### src/rtl/alu_pkg.sv
// Shared definitions for the multicycle ALU: select bit positions, FSM
// state encodings and the divider iteration-counter width helper.
package alu_pkg;

  // Bit positions within the one-hot select vector.
  localparam int unsigned ALU_ADD = 0;
  localparam int unsigned ALU_SUB = 1;
  localparam int unsigned ALU_SHR = 2;
  localparam int unsigned ALU_SHL = 3;
  localparam int unsigned ALU_ROR = 4;
  localparam int unsigned ALU_ROL = 5;
  localparam int unsigned ALU_AND = 6;
  localparam int unsigned ALU_OR  = 7;
  localparam int unsigned ALU_MUL = 8;
  localparam int unsigned ALU_DIV = 9;
  localparam int unsigned ALU_NEG = 10;
  localparam int unsigned ALU_NOT = 11;

  localparam int unsigned ALU_NUM_OPS = 12;

  typedef enum logic [1:0] {
    S_IDLE    = 2'd0,
    S_DIV_RUN = 2'd1,
    S_DIV_FIX = 2'd2
  } alu_state_e;

  // Counter holds 0 .. width-1, so $clog2(width) bits are enough.
  function automatic int unsigned cnt_width(int unsigned width);
    return $clog2(width);
  endfunction

endpackage

### src/rtl/sequential_divider.sv
// Unsigned restoring divider, one quotient bit per step. The caller loads
// magnitudes and handles signs; done flags the step producing the last bit.
module sequential_divider
  import alu_pkg::*;
#(
  parameter int unsigned WIDTH = 32
) (
  input  logic             clk,
  input  logic             reset_n,
  input  logic             load,
  input  logic             step,
  input  logic [WIDTH-1:0] dividend,
  input  logic [WIDTH-1:0] divisor,
  output logic [WIDTH-1:0] quotient,
  output logic [WIDTH-1:0] remainder,
  output logic             done
);

  localparam int unsigned CNT_W = cnt_width(WIDTH);

  logic [WIDTH-1:0] rem_q, rem_d;
  logic [WIDTH-1:0] quo_q, quo_d;
  logic [WIDTH-1:0] dvs_q, dvs_d;
  logic [CNT_W-1:0] cnt_q, cnt_d;
  logic [WIDTH:0]   shifted;
  logic [WIDTH:0]   trial;

  assign shifted = {rem_q, quo_q[WIDTH-1]};
  assign trial   = shifted - {1'b0, dvs_q};

  // Load operands or perform one shift/trial-subtract iteration.
  always_comb begin
    rem_d = rem_q;
    quo_d = quo_q;
    dvs_d = dvs_q;
    cnt_d = cnt_q;
    if (load) begin
      rem_d = '0;
      quo_d = dividend;
      dvs_d = divisor;
      cnt_d = '0;
    end else if (step) begin
      // A borrow (msb set) means the divisor did not fit: restore.
      if (!trial[WIDTH]) begin
        rem_d = trial[WIDTH-1:0];
        quo_d = {quo_q[WIDTH-2:0], 1'b1};
      end else begin
        rem_d = shifted[WIDTH-1:0];
        quo_d = {quo_q[WIDTH-2:0], 1'b0};
      end
      cnt_d = cnt_q + 1'b1;
    end
  end

  // Divider state registers.
  always_ff @(posedge clk or negedge reset_n) begin
    if (!reset_n) begin
      rem_q <= '0;
      quo_q <= '0;
      dvs_q <= '0;
      cnt_q <= '0;
    end else begin
      rem_q <= rem_d;
      quo_q <= quo_d;
      dvs_q <= dvs_d;
      cnt_q <= cnt_d;
    end
  end

  assign done      = step && (cnt_q == CNT_W'(WIDTH - 1));
  assign quotient  = quo_q;
  assign remainder = rem_q;

endmodule

### src/rtl/alu_multicycle.sv
// Registered ALU with start/done handshake. Everything except division
// completes in one cycle; division runs WIDTH steps plus one sign-fix step.
module alu_multicycle
  import alu_pkg::*;
#(
  parameter int unsigned WIDTH = 32
) (
  input  logic                   clk,
  input  logic                   reset_n,
  input  logic                   start,
  input  logic [ALU_NUM_OPS-1:0] select,
  input  logic [WIDTH-1:0]       a,
  input  logic [WIDTH-1:0]       b,
  output logic                   busy,
  output logic                   done,
  output logic [WIDTH-1:0]       z,
  output logic [WIDTH-1:0]       hi,
  output logic [WIDTH-1:0]       lo,
  output logic                   div_by_zero
);

  localparam int unsigned CNT_W = cnt_width(WIDTH);

  alu_state_e state_q, state_d;
  logic [WIDTH-1:0] z_q, z_d, hi_q, hi_d, lo_q, lo_d;
  logic             done_q, done_d, dbz_q, dbz_d;
  logic             q_neg_q, q_neg_d, r_neg_q, r_neg_d;

  logic             div_load, div_step, div_last;
  logic [WIDTH-1:0] div_quo, div_rem, abs_a, abs_b;
  logic [2*WIDTH-1:0] prod, ror_full, rol_full;
  logic [CNT_W-1:0] rot_amt;

  // Most-negative operand maps to itself, which reads correctly as unsigned.
  assign abs_a = a[WIDTH-1] ? -a : a;
  assign abs_b = b[WIDTH-1] ? -b : b;

  // Sign-extended to full width so the low 2*WIDTH bits are the signed product.
  assign prod = {{WIDTH{a[WIDTH-1]}}, a} * {{WIDTH{b[WIDTH-1]}}, b};

  assign rot_amt  = CNT_W'(b % WIDTH);
  assign ror_full = {a, a} >> rot_amt;
  assign rol_full = {a, a} << rot_amt;

  sequential_divider #(
    .WIDTH (WIDTH)
  ) u_divider (
    .clk       (clk),
    .reset_n   (reset_n),
    .load      (div_load),
    .step      (div_step),
    .dividend  (abs_a),
    .divisor   (abs_b),
    .quotient  (div_quo),
    .remainder (div_rem),
    .done      (div_last)
  );

  // Next-state, result and divider control decode.
  always_comb begin
    state_d  = state_q;
    z_d      = z_q;
    hi_d     = hi_q;
    lo_d     = lo_q;
    done_d   = 1'b0;
    dbz_d    = dbz_q;
    q_neg_d  = q_neg_q;
    r_neg_d  = r_neg_q;
    div_load = 1'b0;
    div_step = 1'b0;
    unique case (state_q)
      S_IDLE: begin
        if (start) begin
          dbz_d  = 1'b0;
          done_d = 1'b1;
          if (!$onehot(select)) begin
            z_d = '0;
          end else begin
            unique case (1'b1)
              select[ALU_ADD]: z_d = a + b;
              select[ALU_SUB]: z_d = a - b;
              select[ALU_SHR]: z_d = a >> b;
              select[ALU_SHL]: z_d = a << b;
              select[ALU_ROR]: z_d = ror_full[WIDTH-1:0];
              select[ALU_ROL]: z_d = rol_full[2*WIDTH-1:WIDTH];
              select[ALU_AND]: z_d = a & b;
              select[ALU_OR]:  z_d = a | b;
              select[ALU_MUL]: {hi_d, lo_d} = prod;
              select[ALU_DIV]: begin
                if (b == '0) begin
                  lo_d  = '1;
                  hi_d  = a;
                  dbz_d = 1'b1;
                end else begin
                  done_d   = 1'b0;
                  div_load = 1'b1;
                  q_neg_d  = a[WIDTH-1] ^ b[WIDTH-1];
                  r_neg_d  = a[WIDTH-1];
                  state_d  = S_DIV_RUN;
                end
              end
              select[ALU_NEG]: z_d = -a;
              select[ALU_NOT]: z_d = ~a;
              default: z_d = '0;
            endcase
          end
        end
      end
      S_DIV_RUN: begin
        div_step = 1'b1;
        if (div_last) state_d = S_DIV_FIX;
      end
      S_DIV_FIX: begin
        // Quotient truncates toward zero; remainder follows the dividend.
        lo_d    = q_neg_q ? -div_quo : div_quo;
        hi_d    = r_neg_q ? -div_rem : div_rem;
        done_d  = 1'b1;
        state_d = S_IDLE;
      end
      default: state_d = S_IDLE;
    endcase
  end

  // State and output registers.
  always_ff @(posedge clk or negedge reset_n) begin
    if (!reset_n) begin
      state_q <= S_IDLE;
      z_q     <= '0;
      hi_q    <= '0;
      lo_q    <= '0;
      done_q  <= 1'b0;
      dbz_q   <= 1'b0;
      q_neg_q <= 1'b0;
      r_neg_q <= 1'b0;
    end else begin
      state_q <= state_d;
      z_q     <= z_d;
      hi_q    <= hi_d;
      lo_q    <= lo_d;
      done_q  <= done_d;
      dbz_q   <= dbz_d;
      q_neg_q <= q_neg_d;
      r_neg_q <= r_neg_d;
    end
  end

  assign busy        = (state_q != S_IDLE);
  assign done        = done_q;
  assign z           = z_q;
  assign hi          = hi_q;
  assign lo          = lo_q;
  assign div_by_zero = dbz_q;

endmodule

### config.mk
export PLATFORM = sky130hd
export DESIGN_NAME = alu_multicycle
export DESIGN_NICKNAME = d
export VERILOG_FILES = /design/src/rtl/alu_pkg.sv /design/src/rtl/sequential_divider.sv /design/src/rtl/alu_multicycle.sv
export SDC_FILE = /design/constraint.sdc
export NUM_CORES = 2
export LEC_CHECK = 0
export ABC_AREA = 1
export BUFFER_PORTS_ARGS = -buffer_cell sky130_fd_sc_hd__buf_4
export CAP_MARGIN = 20
export CORE_AREA = 4 4 330 332
export DETAILED_ROUTE_END_ITERATION = 10
export DIE_AREA = 0 0 334 336
export PLACE_DENSITY = 0.77
export SETUP_SLACK_MARGIN = 0.1
export SLEW_MARGIN = 0
export SYNTH_ARGS = -nofsm -noshare
export SYNTH_HDL_FRONTEND = slang
export SYNTH_SLANG_ARGS = --single-unit
### constraint.sdc
create_clock -name clk -period 4.1 [get_ports clk]
set_clock_uncertainty 0.15 [all_clocks]
set_input_delay 0.82 -clock clk [delete_from_list [all_inputs] [get_ports clk]]
set_output_delay 0.82 -clock clk [all_outputs]
set_load 0.03 [all_outputs]
==> metrics.yaml, run 1 <==
synthTopCellsByCount: "nand2_1 (2626), inv_1 (2119), fa_1 (1091)"
cts.sinks: 203
worst_endpoint_kind: "register data pin"
status: "aborted with a tool error"
synth_warnings: 0
grt_worst_setup_endpoint: "hi[16]$_DFFE_PN0P_/D"
dp_slack_ps: -4170
synth-seq-cells: 203
ys_async_sr_fraction_pct: 100
portBuffers: 177
initial_core_util_pct: 59.3
syn_area_um2: 63000
ys_types: 59
place_congestion: 1.17
postSynthAreaPerCell_um2: 6.81
fp.dieW_um: 334
cts_root_buffer: "clkbuf_16"
synth_most_common_cell: "nand2_1"
hold_buffers: 0
die_height_um: 336
synth_edf_count: 0
rows: 120
synth.area.top_cells: "fa_1 (35%), nand2_1 (16%), inv_1 (13%)"
cts_buffer_depth: 3
io_pins: 178
lastStage: "global routing (5_1_grt)"
cts_buffers: 23
grt_util_all_layers_pct: 74.8
antenna_found_initial: 59
cts_max_level: 1
error: "[ERROR GRT-0232] Routing congestion too high. Check the congestion heatmap in the GUI."
mappedNetlistNets: 10700
post-synth-top-area-fraction_pct: 34.7
synthCells: 9251
seq_area_frac_synth_pct: 8.06
grt_max_degree: 89
dp.final_hpwl_um: 256000
synth_area_leader_cell: "fa_1"
grt_overflow: 95
ys.flop_type: "dfrtp_1"
## timing repair
| action | 4_1_cts |
|---|---|
| buffers inserted | 155 |
| endpoints found under the setup margin | 202 |
| resized for setup | 1205 |
| pin swaps | 449 |
| gates cloned | 21 |
## metal layers
metal  GRT usage [%]  overflow
met1            77.5         0
met2            90.3        57
met3            61.4         3
met4            66.0        34
met5            35.8         1
## kinds of logic after synthesis
kind of cell               share of synthesized area [%]
AOI/OAI and AO/OA                                   7.42
xor gates and xnor gates                            1.42
and+or+nand+nor                                     27.4
DFF                                                 8.06
muxes                                             0.0159
buffers and inverters                               15.8
adders and majority gates                           39.9
## metrics by stage
stage	TNS, ps	hold slack [ps]	std cells	area, um^2
after CTS	-236950	187	11800	81900
after floorplan	-267830	299	9251	63900
after global placement	-383070	315	11600	74900
after detailed placement	-407370	317	11600	74900
==> run 2, diff against run 1 <==
--- a/config.mk
+++ b/config.mk
@@ -8,11 +8,10 @@
 export ABC_AREA = 1
 export BUFFER_PORTS_ARGS = -buffer_cell sky130_fd_sc_hd__buf_4
 export CAP_MARGIN = 20
-export CORE_AREA = 4 4 330 332
+export CORE_AREA = 4 4 402 404
 export DETAILED_ROUTE_END_ITERATION = 10
-export DIE_AREA = 0 0 334 336
-export PLACE_DENSITY = 0.77
-export SETUP_SLACK_MARGIN = 0.1
+export DIE_AREA = 0 0 406 408
+export PLACE_DENSITY_LB_ADDON = 0.15
 export SLEW_MARGIN = 0
 export SYNTH_ARGS = -nofsm -noshare
 export SYNTH_HDL_FRONTEND = slang
==> metrics.yaml, run 2 <==
dp.final_hpwl_um: 274000
synth_compound_area_share_pct: 7.42
drive_gt1_share_pct: 24.1
clkTransAtPathRegs_ps: 60
path_class: "primary input to register"
synthSimpleGateAreaFrac_pct: 27.4
portBuffers: 177
layout.nets: 11800
cts_buffers: 24
syn2layout_area_growth_pct: 32.5
place_congestion: 1.06
grt_overflow: 0
cts_buffer_depth: 3
vias_per_cell: 5.39
core_um2: 158000
cp.required_ps: 4420
final_core_util_pct: 52.9
postSynthAreaPerCell_um2: 6.81
cts.sinks: 203
grt_util_all_layers_pct: 39.1
dieArea_um2: 166000
most-common-layout-cells: "nand2_1 (2360), inv_1 (2014), buf_4 (1259)"
hold_class: "primary input to async pin"
drtIter0Drc: 7513
ys_async_sr_fraction_pct: 100
violations: "negative setup slack"
crit_arrival_ps: 7490
mappedNetlistNets: 10700
rows: 146
seq_area_frac_synth_pct: 8.06
syn_area_um2: 63000
crit-reg2reg-capture: "u_divider.remainder[1]$_DFFE_PN0P_"
relSlewSlack_pct: 37.2
drt-wirelength-per-cell_um: 26.3
end_kind: "register"
ys.flop_type: "dfrtp_1"
cts_tree: "done"
maxCapViolations: 0
cts_max_level: 1
first_pass_iters: 9
synth_mux_area_share_pct: 0.0159
setup_slack_ps: -3070
critPathLaunch: "b[0]"
synth_edf_count: 0
die_height_um: 408
grt_pass1_vias: 66500
synthTopCellsByCount: "nand2_1 (2626), inv_1 (2119), fa_1 (1091)"
post-synth-top-area-fraction_pct: 34.7
vias: 67500
worstMarginPinSlew_ps: 931
ys_types: 59
synthCells: 9251
final_hold_viol_count: 0
dp_slack_ps: -4300
synth_adder_area_share_pct: 39.9
final_common_cell: "nand2_1"
antenna_found_initial: 19
drc_errors: 0
synth_area_leader_cell: "fa_1"
grt_pass1_wl_um: 470000
grt_max_degree: 80
synth_warnings: 0
synth_most_common_cell: "nand2_1"
setup_viol: 202
post-route-period-util_pct: 175
clock_latency_ps: 590
period_minus_slack_ps: 7170
slew_viol_final: 0
io_pins: 178
postRouteAntennaNets: 0
fill_cells: 15500
synthXorXnorAreaFrac_pct: 1.42
synth-seq-cells: 203
r2r_start: "u_divider.quotient[31]$_DFFE_PN0P_"
status: "finished, violations left"
cts_root_buffer: "clkbuf_16"
fp.dieW_um: 406
rsz0062_at_grt: "true"
critPathMaxFanout: 9
synth.area.top_cells: "fa_1 (35%), nand2_1 (16%), inv_1 (13%)"
initial_core_util_pct: 39.9
finalWirelength_um: 329000
synth_top_family_by_area: "adder cells"
rr_worst_depth: 16
start_kind: "primary input"
rrSetupSlack_ps: 660
crit_path_end: "hi[31]$_DFFE_PN0P_"
fin_tns_setup_ps: -259860
max_freq_ghz: 0.139
==> run 2: worst min-delay path by stage <==
stage / start / to / slack, ps / cells after the start
floorplan: u_divider.dvs_q[27]$_DFFE_PN0P_ / u_divider.dvs_q[27]$_DFFE_PN0P_ / 300 / 2
global route: reset_n / u_divider.remainder[22]$_DFFE_PN0P_ / 110 / 1
global placement: z[8]$_DFFE_PN0P_ / z[8]$_DFFE_PN0P_ / 320 / 2
finish: reset_n / u_divider.remainder[22]$_DFFE_PN0P_ / 60 / 1
detailed placement: z[8]$_DFFE_PN0P_ / z[8]$_DFFE_PN0P_ / 320 / 2
CTS: reset_n / u_divider.remainder[22]$_DFFE_PN0P_ / 90 / 1
==> run 2: layout make-up <==
| type | count | area, um^2 | area share, % |
|---|---|---|---|
| Multi-Input combinational cell | 6454 | 51900 | 62.1 |
| Timing Repair Buffer | 1587 | 15000 | 18.0 |
| Inverter | 2144 | 8080 | 9.67 |
| Sequential cell | 203 | 5080 | 6.08 |
| Tap cell | 2072 | 2590 | 3.10 |
| Clock buffer | 30 | 653 | 0.782 |
| Clock inverter | 13 | 200 | 0.240 |
| Antenna cell | 6 | 15.0 | 0.0180 |
==> run 2: kinds of logic (layout without fill, tap and decap cells) <==
family	count (synthesis)	after routing
and+or+nand+nor	4158	4158
buffers and inverters	2594	3774
adders and majority gates	1356	1356
AOI/OAI and AO/OA	837	837
DFF	203	203
xor gates and xnor gates	102	102
muxes	1	1
other	0	6
==> run 2: routing by layer <==
layer | track usage (%) | share of wire (%)
met1 | 55.1 | 42
met2 | 55.4 | 40
met3 | 9.00 | 11
met4 | 21.2 | 7.3
met5 | 0 | 0.0070
==> run 2: repair_timing <==
action	CTS	global route
pin swaps	373	321
hold buffers	0	0
buffers inserted	129	54
endpoints found under the setup margin	202	202
gates resized for setup	945	334
gates cloned	10	2
==> run 2: per-stage QoR <==
stage	hold slack (ps)	area [um^2]	std cells
4_1_cts	88.6	81900	12500
2_1_floorplan	299	63900	9251
6_report	62.4	83500	12500
5_1_grt	113	83500	12500
3_3_place_gp	317	76200	12300
3_5_place_dp	316	76200	12300
==> run 2: worst max-delay path, cell delays in order <==
cell	delay [ps]
buf_4	240
nand2_1	120
inv_1	130
ha_2	330
fa_1	600
fa_2	550
fa_2	630
clkinvlp_4	150
buf_12	170
fa_1	490
inv_1	50
fa_1	460
fa_1	610
fa_1	490
ha_4	350
nand2_4	80
buf_6	120
nor2_4	140
nand2_2	100
buf_4	140
inv_2	70
and3_4	190
a21oi_1	60
nand2_1	80
nand3_2	120
nand2_2	110
a21oi_1	60
Power of run 2 is not shown: default switching activity piles up to over one toggle a cycle in this logic, so the estimate is an artifact.
